[src/rtl/sram_1rw1r_ctrl.sv]
// sram_1rw1r_ctrl: valid/ready front-end for a 1RW+1R SRAM macro.
// Port A (read/write) drives macro port 0. Port B (read-only) drives macro port 1.
// Each port owns a small response FIFO. Its occupancy counter also covers the
// read still in the macro pipeline, so a captured word always has a free slot.
// Optional feature macro: SRAM_CTRL_COLLISION_FWD_EN.
//   Defined:   a port B read to the address port A writes in the same cycle
//              proceeds, and the written bytes are merged into B's data.
//   Undefined: that B read is held off for one cycle instead.
module sram_1rw1r_ctrl #(
  parameter int DATA_W    = 32,
  parameter int ADDR_W    = 8,
  parameter int RSP_DEPTH = 2
) (
  input  logic                clk,
  input  logic                reset,
  input  logic                a_req_valid_i,
  output logic                a_req_ready_o,
  input  logic                a_req_we_i,
  input  logic [DATA_W/8-1:0] a_req_wmask_i,
  input  logic [ADDR_W-1:0]   a_req_addr_i,
  input  logic [DATA_W-1:0]   a_req_wdata_i,
  output logic                a_rsp_valid_o,
  input  logic                a_rsp_ready_i,
  output logic [DATA_W-1:0]   a_rsp_rdata_o,
  input  logic                b_req_valid_i,
  output logic                b_req_ready_o,
  input  logic [ADDR_W-1:0]   b_req_addr_i,
  output logic                b_rsp_valid_o,
  input  logic                b_rsp_ready_i,
  output logic [DATA_W-1:0]   b_rsp_rdata_o,
  output logic                sram_csb0_o,
  output logic                sram_web0_o,
  output logic [DATA_W/8-1:0] sram_wmask0_o,
  output logic [ADDR_W-1:0]   sram_addr0_o,
  output logic [DATA_W-1:0]   sram_din0_o,
  input  logic [DATA_W-1:0]   sram_dout0_i,
  output logic                sram_csb1_o,
  output logic [ADDR_W-1:0]   sram_addr1_o,
  input  logic [DATA_W-1:0]   sram_dout1_i
);

  localparam int MASK_W = DATA_W / 8;
  localparam int PTR_W  = (RSP_DEPTH > 1) ? $clog2(RSP_DEPTH) : 1;
  localparam int OCC_W  = $clog2(RSP_DEPTH + 1);

  // Index 0 is port A, index 1 is port B.
  logic                   a_acc;
  logic                   a_wr_acc;
  logic                   a_rd_acc;
  logic                   b_rd_acc;
  logic [1:0]             rd_acc;
  logic [1:0]             rd_room;
  logic [1:0]             rsp_valid;
  logic [1:0]             rsp_ready;
  logic [1:0][DATA_W-1:0] cap_data;
  logic [1:0][DATA_W-1:0] rsp_rdata;
  logic [DATA_W-1:0]      b_cap_data;

  // Writes never need response credit, so they are only blocked by reset.
  assign a_req_ready_o = ~reset & (a_req_we_i | rd_room[0]);
  assign a_acc         = a_req_valid_i & a_req_ready_o;
  assign a_wr_acc      = a_acc & a_req_we_i;
  assign a_rd_acc      = a_acc & ~a_req_we_i;
  assign b_rd_acc      = b_req_valid_i & b_req_ready_o;

`ifdef SRAM_CTRL_COLLISION_FWD_EN
  logic              fwd_hit;
  logic [DATA_W-1:0] fwd_data;
  logic [MASK_W-1:0] fwd_mask;

  assign b_req_ready_o = ~reset & rd_room[1];

  // Remember a same-address A write so its bytes can override B's capture.
  always_ff @(posedge clk) begin
    if (reset) begin
      fwd_hit <= 1'b0;
    end else begin
      fwd_hit <= b_rd_acc & a_wr_acc & (a_req_addr_i == b_req_addr_i);
    end
    fwd_data <= a_req_wdata_i;
    fwd_mask <= a_req_wmask_i;
  end

  // Overlay the forwarded write bytes on the macro's pre-write port 1 data.
  always_comb begin
    b_cap_data = sram_dout1_i;
    for (int i = 0; i < MASK_W; i++) begin
      if (fwd_hit && fwd_mask[i]) begin
        b_cap_data[8*i +: 8] = fwd_data[8*i +: 8];
      end
    end
  end
`else
  assign b_req_ready_o = ~reset & rd_room[1] &
                         ~(a_wr_acc & (a_req_addr_i == b_req_addr_i));
  assign b_cap_data    = sram_dout1_i;
`endif

  assign rd_acc      = {b_rd_acc, a_rd_acc};
  assign rsp_ready   = {b_rsp_ready_i, a_rsp_ready_i};
  assign cap_data[0] = sram_dout0_i;
  assign cap_data[1] = b_cap_data;

  assign a_rsp_valid_o = rsp_valid[0];
  assign a_rsp_rdata_o = rsp_rdata[0];
  assign b_rsp_valid_o = rsp_valid[1];
  assign b_rsp_rdata_o = rsp_rdata[1];

  // Macro pins follow the accepted request and idle at zero otherwise.
  assign sram_csb0_o   = ~a_acc;
  assign sram_web0_o   = ~a_wr_acc;
  assign sram_addr0_o  = a_acc    ? a_req_addr_i  : '0;
  assign sram_din0_o   = a_wr_acc ? a_req_wdata_i : '0;
  assign sram_wmask0_o = a_wr_acc ? a_req_wmask_i : '0;
  assign sram_csb1_o   = ~b_rd_acc;
  assign sram_addr1_o  = b_rd_acc ? b_req_addr_i  : '0;

  for (genvar p = 0; p < 2; p++) begin : g_port
    logic [DATA_W-1:0] fifo_mem [RSP_DEPTH];
    logic [PTR_W-1:0]  wr_ptr;
    logic [PTR_W-1:0]  rd_ptr;
    logic [OCC_W-1:0]  fifo_cnt;
    logic [OCC_W-1:0]  occ;
    logic              inflight;
    logic              pop;

    assign rsp_valid[p] = ~reset & (fifo_cnt != '0);
    assign rsp_rdata[p] = fifo_mem[rd_ptr];
    assign pop          = rsp_valid[p] & rsp_ready[p];
    assign rd_room[p]   = (occ < OCC_W'(RSP_DEPTH)) | pop;

    // Capture macro data one cycle after accept and track response credit.
    always_ff @(posedge clk) begin
      if (reset) begin
        wr_ptr   <= '0;
        rd_ptr   <= '0;
        fifo_cnt <= '0;
        occ      <= '0;
        inflight <= 1'b0;
      end else begin
        inflight <= rd_acc[p];
        if (inflight) begin
          fifo_mem[wr_ptr] <= cap_data[p];
          wr_ptr <= (wr_ptr == PTR_W'(RSP_DEPTH - 1)) ? '0 : wr_ptr + PTR_W'(1);
        end
        if (pop) begin
          rd_ptr <= (rd_ptr == PTR_W'(RSP_DEPTH - 1)) ? '0 : rd_ptr + PTR_W'(1);
        end
        fifo_cnt <= fifo_cnt + OCC_W'(inflight) - OCC_W'(pop);
        occ      <= occ + OCC_W'(rd_acc[p]) - OCC_W'(pop);
      end
    end
  end

endmodule
[config.mk]
export PLATFORM = sky130hd
export DESIGN_NAME = sram_1rw1r_ctrl
export DESIGN_NICKNAME = d
export VERILOG_FILES = /design/src/rtl/sram_1rw1r_ctrl.sv
export SDC_FILE = /design/constraint.sdc
export NUM_CORES = 1
export LEC_CHECK = 0
export ABC_CLOCK_PERIOD_IN_PS = 11200
export CAP_MARGIN = 20
export CORE_MARGIN = 2
export CORE_UTILIZATION = 30
export CTS_CLUSTER_DIAMETER = 60
export CTS_CLUSTER_SIZE = 30
export DETAILED_ROUTE_END_ITERATION = 16
export GPL_TIMING_DRIVEN = 0
export PLACE_DENSITY = 0.71
export REMOVE_ABC_BUFFERS = 1
export SETUP_SLACK_MARGIN = 0.1
export SYNTH_ARGS = -nofsm -noshare
export SYNTH_HDL_FRONTEND = slang
export SYNTH_SLANG_ARGS = --single-unit
[constraint.sdc]
create_clock -name clk -period 11.2 [get_ports clk]
set_input_delay 2.24 -clock clk [delete_from_list [all_inputs] [get_ports clk]]
set_output_delay 2.24 -clock clk [all_outputs]
set_load 0.01 [all_outputs]
==> results.py, run 1 <==
metrics = {
    "clock_network": {
        "clk_pin_slew_ns": 0.06,
        "post_cts_buffers": 0,
        "cts_root_buf": "clkbuf_16",
        "cts_buffers": 17,
        "worstSkewPairLatency_ns": 0.40,
        "htree_num_levels": 4,
        "cts_resized": 0,
        "ctsHoldBuffers": 0,
        "clock-sinks": 144,
        "cts_tree": "built",
        "clockBufferDepth": 2,
    },
    "timing": {
        "hold_viol": 0,
        "setup_viol": 0,
        "timing.slew.headroom_pct": 35.9,
        "worst_slack_ns": 3.83,
        "worst_pin_slew_ns": 0.958,
        "timing.fmax_ghz": 0.136,
        "finalSetupTns_ns": 0,
        "min_period_over_period_pct": 65.8,
        "fin_skew_ns": 0.00753,
        "rsz0062_at_grt": "false",
        "min_period_ns": 7.37,
        "slew_violations": 0,
    },
    "hold_path": {
        "holdPathStages": 2,
        "hp-class": "flop to flop",
    },
    "worst_setup_path": {
        "crit_fanout": 37,
        "required_ns": 8.96,
        "end_kind": "output pin",
        "cp_data_arrival_time_ns": 5.13,
        "criticalPathCategory": "input pin to output pin",
        "worstSetupStartpointType": "input pin",
        "r2r_cells": 4,
    },
    "power_and_ir_drop": {
        "irDropWorstVdd_v": 0.000102,
        "total_power_mw": 1.38,
        "power.density_nw_per_um2": 147,
        "p_leak_nw": 3.26,
    },
    "placed_design": {
        "hpwl_mm": 10.4,
        "port_buffers": 245,
        "gp_congestion": 0.870,
        "dp_slack_ns": 3.86,
    },
    "floorplanning": {
        "die_w_um": 144,
        "die_h_um": 144,
        "ios": 246,
        "core_region_area_sq_um": 19400,
        "rows": 51,
        "die_area_sq_um": 20800,
        "start_util_pct": 30.4,
    },
    "finish": {
        "syn_to_final_growth_pct": 58.7,
        "drive_gt1_share_pct": 17.4,
        "nNetsFinal": 752,
        "final_common_cell": "clkdlybuf4s50_1",
        "final_cell_mix": "245 x clkdlybuf4s50_1, 128 x edfxtp_1, 60 x mux2_2",
        "utilization_pct": 48.2,
    },
    "synthesis": {
        "synth_cells": 362,
        "synth_seq_cells": 144,
        "synth_cell_types": 29,
        "synth_area_sq_um": 5890,
        "avgSynthCellArea_sq_um": 16.3,
        "synth_warnings": 0,
        "ys_seq_area_share_pct": 70.7,
    },
    "global_routing": {
        "grt_max_degree": 38,
        "grt-ovfl-total": 0,
        "grt.total_usage_pct": 13.3,
        "antenna_found_initial": 0,
        "grt_pass1_wl_mm": 21.0,
        "grt_use_met1_pct": 14.2,
        "grt-busiest-layer": "met2",
        "met2_usage_pct": 24.4,
        "met3_usage_pct": 4.21,
        "grt_pass1_vias": 4294,
    },
    "drt": {
        "avgViaCountPerCell": 4.36,
        "drtIter0Drc": 158,
        "drt-total-wl_mm": 13.9,
        "drc": 0,
        "antenna_left": 0,
        "vias": 3926,
        "routedWlPerCell_um": 15.5,
        "drt_pass1_iterations": 4,
    },
    "outcome": {
        "status": "finished, final reports clean",
    },
    "job": {
        "cap_violations": 0,
    },
}
-- metal layers --
metal,part of all wire [%],vias up,wire length [um]
met4,1.7,0,238
met2,53,184,7350
met3,6.9,16,967
met5,0,-,0
li1,-,1850,-
met1,39,1876,5370
-- final cells by class --
type | count | area, sq um
Antenna cell | 1 | 2.50
Clock buffer | 17 | 425
Clock inverter | 15 | 143
Fill cell | 1687 | 10000
Inverter | 10 | 37.5
Multi-Input combinational cell | 191 | 1630
Sequential cell | 144 | 4170
Tap cell | 265 | 332
Timing Repair Buffer | 257 | 2620
-- Yosys cell counts (all sizes together) --
library cell  instances  area [sq um]
edfxtp              128          3840
mux2                 64           721
and2                 38           238
nor2                 23          93.8
dfxtp                16           320
xnor2                15           131
inv                  10          37.5
buf                   9          51.3
and3                  8          50.1
clkbuf                8          30.0
ha                    8           100
nand4b                8          70.1
xor2                  5          43.8
nor2b                 4          25.0
nand2                 3          11.3
nor3                  3          26.3
nand4                 2          12.5
nor3b                 2          15.0
nor4bb                2          20.0
o21ai                 2          10.0
a211oi                1          7.51
a31oi                 1          12.5
nand4bb               1          11.3
o21ba                 1          10.0
-- power by group --
part           internal [mW]  switching [mW]
Clock                  0.325           0.208
Combinational          0.140          0.0831
Sequential             0.604          0.0139
Total                   1.07           0.305
-- cells by family (layout without fill, tap and decap cells) --
group	count (synthesis)	after routing	share of synthesized area (%)
AO/OA/AOI/OAI	5	5	0.680
XOR/XNOR	20	20	2.97
adder cells (fa/ha/maj)	8	8	1.70
buffers and inverters	27	299	2.02
flip-flops	144	144	70.7
multiplexers	64	64	12.2
other	0	1	0
AND/OR/NAND/NOR	94	94	9.73
-- registers in the layout (all words and copies together), names as in the netlist, named ones only --
signal	cells
g_port.occ	4
g_port.rd_ptr	2
g_port.wr_ptr	2
g_port.inflight	2
g_port.fifo_mem	128
g_port.fifo_cnt	4
-- worst max-delay path, cell delays in order --
cell and delay (ns):
clkdlybuf4s50_1 0.74, buf_8 0.32, nor2_4 0.49, inv_2 0.12, nor3_4 0.44, nand4bb_1 0.20
clkdlybuf4s50_1 0.56
-- final timing paths --
check | from | end | slack (ns)
hold reg to reg | g_port[1].inflight | g_port[1].wr_ptr | 0.51
setup reg to reg | g_port[1].inflight | g_port[1].fifo_mem[1][0] | 9.23
hold / removal | g_port[1].inflight | g_port[1].wr_ptr | 0.51
setup / recovery | reset | sram_csb1_o | 3.83
-- stage by stage --
stage / instances / cell area, sq um / hold WS [ns]
after CTS: 899 / 9350 / 0.515
after global routing: 899 / 9350 / 0.542
final: 900 / 9350 / 0.506
after floorplan: 345 / 5810 / 0.472
after detailed placement: 867 / 8780 / 0.484
after global placement: 855 / 8590 / 0.487
(Power assumes the default switching activity.)
==> inputs of run 2 (changes only) <==
- ABC_CLOCK_PERIOD_IN_PS: 11200 -> 6400
- PLACE_DENSITY: 0.71 -> 0.73
- clock period: 11.2 -> 6.4 ns (I/O delays scaled with it)
==> results.py, run 2 (synthesis gave the netlist of run 1 again) <==
metrics = {
    "floorplanning": {
        "die_area_sq_um": 20800,
        "rows": 51,
        "core_region_area_sq_um": 19400,
        "start_util_pct": 30.4,
        "die_h_um": 144,
        "die_w_um": 144,
        "ios": 246,
    },
    "drt": {
        "drt-total-wl_mm": 13.8,
        "avgViaCountPerCell": 4.41,
        "drtIter0Drc": 145,
        "antenna_left": 0,
        "vias": 3958,
        "routedWlPerCell_um": 15.4,
        "drt_pass1_iterations": 4,
        "drc": 0,
    },
    "timing": {
        "setup_viol": 0,
        "rsz0062_at_grt": "false",
        "slew_violations": 0,
        "min_period_ns": 5.44,
        "worst_pin_slew_ns": 0.891,
        "min_period_over_period_pct": 85.0,
        "whs_ns": 0.511,
        "timing.slew.headroom_pct": 40.3,
        "timing.fmax_ghz": 0.184,
        "hold_viol": 0,
        "worst_slack_ns": 0.958,
        "fin_skew_ns": 0.00512,
    },
    "finish": {
        "top_regs": "g_port.fifo_mem (128), g_port.fifo_cnt (4), g_port.occ (4)",
        "diodes": 0,
        "drive_gt1_share_pct": 17.7,
        "final_common_cell": "clkdlybuf4s50_1",
        "syn_to_final_growth_pct": 59.0,
        "largest_register_ffs": 128,
        "regMostFlops": "g_port.fifo_mem",
        "final_cell_mix": "245 x clkdlybuf4s50_1, 128 x edfxtp_1, 60 x mux2_2",
        "nNetsFinal": 751,
        "fillCellCount": 1721,
        "design_area_sq_um": 9370,
    },
    "clock_network": {
        "clockBufferDepth": 2,
        "ctsHoldBuffers": 0,
        "cts_tree": "built",
        "cts_root_buf": "clkbuf_16",
        "htree_num_levels": 4,
        "clock-sinks": 144,
        "post_cts_buffers": 0,
        "worstSkewPairLatency_ns": 0.41,
        "cts_resized": 0,
        "clk_pin_slew_ns": 0.06,
        "cts_buffers": 17,
    },
    "global_routing": {
        "antenna_found_initial": 0,
        "grt_pass1_wl_mm": 20.5,
        "grt.total_usage_pct": 13.0,
        "grt-ovfl-total": 0,
        "grt_max_degree": 38,
        "grt_pass1_vias": 4268,
    },
    "worst_setup_path": {
        "crit_fanout": 37,
        "end_kind": "output pin",
        "cp_data_arrival_time_ns": 4.16,
        "required_ns": 5.12,
        "criticalPathCategory": "input pin to output pin",
        "worstSetupStartpointType": "input pin",
    },
    "job": {
        "cap_violations": 0,
    },
    "placed_design": {
        "port_buffers": 245,
        "dp_slack_ns": 0.897,
        "placed_area_sq_um": 8760,
        "hpwl_mm": 10.4,
        "gp_congestion": 0.830,
    },
    "power_and_ir_drop": {
        "swShare_pct": 22.3,
        "irDropWorstVdd_v": 0.000157,
        "clock_power_share_pct": 40.4,
        "p_switching_uw": 551,
        "power.density_nw_per_um2": 264,
        "p_int_mw": 1.92,
        "p_leak_nw": 3.29,
        "pwr-share-comb_pct": 15.8,
        "seqPwrFrac_pct": 43.8,
    },
    "hold_path": {
        "hp-class": "flop to flop",
    },
    "outcome": {
        "status": "finished, final reports clean",
    },
}
-- run 2: cell types whose count changed in the layout (fill, tap and decap cells not counted), sizes merged --
cell      change
inv           +3
clkinvlp      -4
bufinv        +1
buf           -1
diode         -1
-- run 2: critical path, cell delays in order --
cell and delay (ns):
clkdlybuf4s50_1 0.73, buf_8 0.32, nor2_4 0.48, inv_2 0.13, nor3_4 0.45, nand4bb_1 0.19
clkdlybuf4s50_1 0.56
-- run 2: area by class of cell --
| class | instances | area (sq um) | share of cell area [%] |
|---|---|---|---|
| Timing Repair Buffer | 256 | 2600 | 27.7 |
| Clock inverter | 15 | 183 | 1.95 |
| Tap cell | 265 | 332 | 3.54 |
| Multi-Input combinational cell | 191 | 1630 | 17.4 |
| Sequential cell | 144 | 4170 | 44.5 |
| Clock buffer | 17 | 425 | 4.54 |
| Inverter | 10 | 37.5 | 0.401 |
-- run 2: final timing paths --
kind                         start                to  slack (ns)  cells after the start
min             g_port[0].inflight  g_port[0].wr_ptr        0.51                      2
min reg2reg     g_port[0].inflight  g_port[0].wr_ptr        0.51                      2
max                          reset       sram_csb1_o        0.96                      7
max reg2reg  g_port[0].fifo_cnt[1]  g_port[0].occ[0]        4.54                      6
-- run 2: routing by layer --
layer,vias up,global-route usage (%),routed length (um),share of wire [%]
met5,-,0,0,0
li1,1851,-,-,-
met4,0,6.34,340,2.5
met3,26,4.27,1030,7.5
met1,1887,13.2,5090,37
met2,194,24.1,7330,53
-- run 2: power by group through the flow --
stage	Clock (mW)	Combinational [mW]	Sequential, mW
finish	1.00	0.390	1.08
global route	1.06	0.420	1.09
global placement	0	0.364	1.11
detailed placement	0	0.394	1.10
CTS	1.03	0.397	1.08
floorplan	0	0.153	1.10
-- run 2: metrics by stage --
| step | util, % | instances | setup TNS (ns) | power (mW) |
|---|---|---|---|---|
| after floorplan | - | 345 | 0 | 1.26 |
| after global placement | 44.3 | 855 | -15.76 | 1.48 |
| after detailed placement | 45.2 | 866 | 0 | 1.50 |
| after CTS | 48.3 | 898 | 0 | 2.51 |
| after global routing | 48.3 | 898 | 0 | 2.57 |
| final | 48.3 | 898 | 0 | 2.47 |
==> inputs of run 3 (changes only) <==
- CTS_CLUSTER_SIZE: 30 -> 12
==> results of run 3 <==
The final DEF is identical to that of run 2; final timing and power are the same.
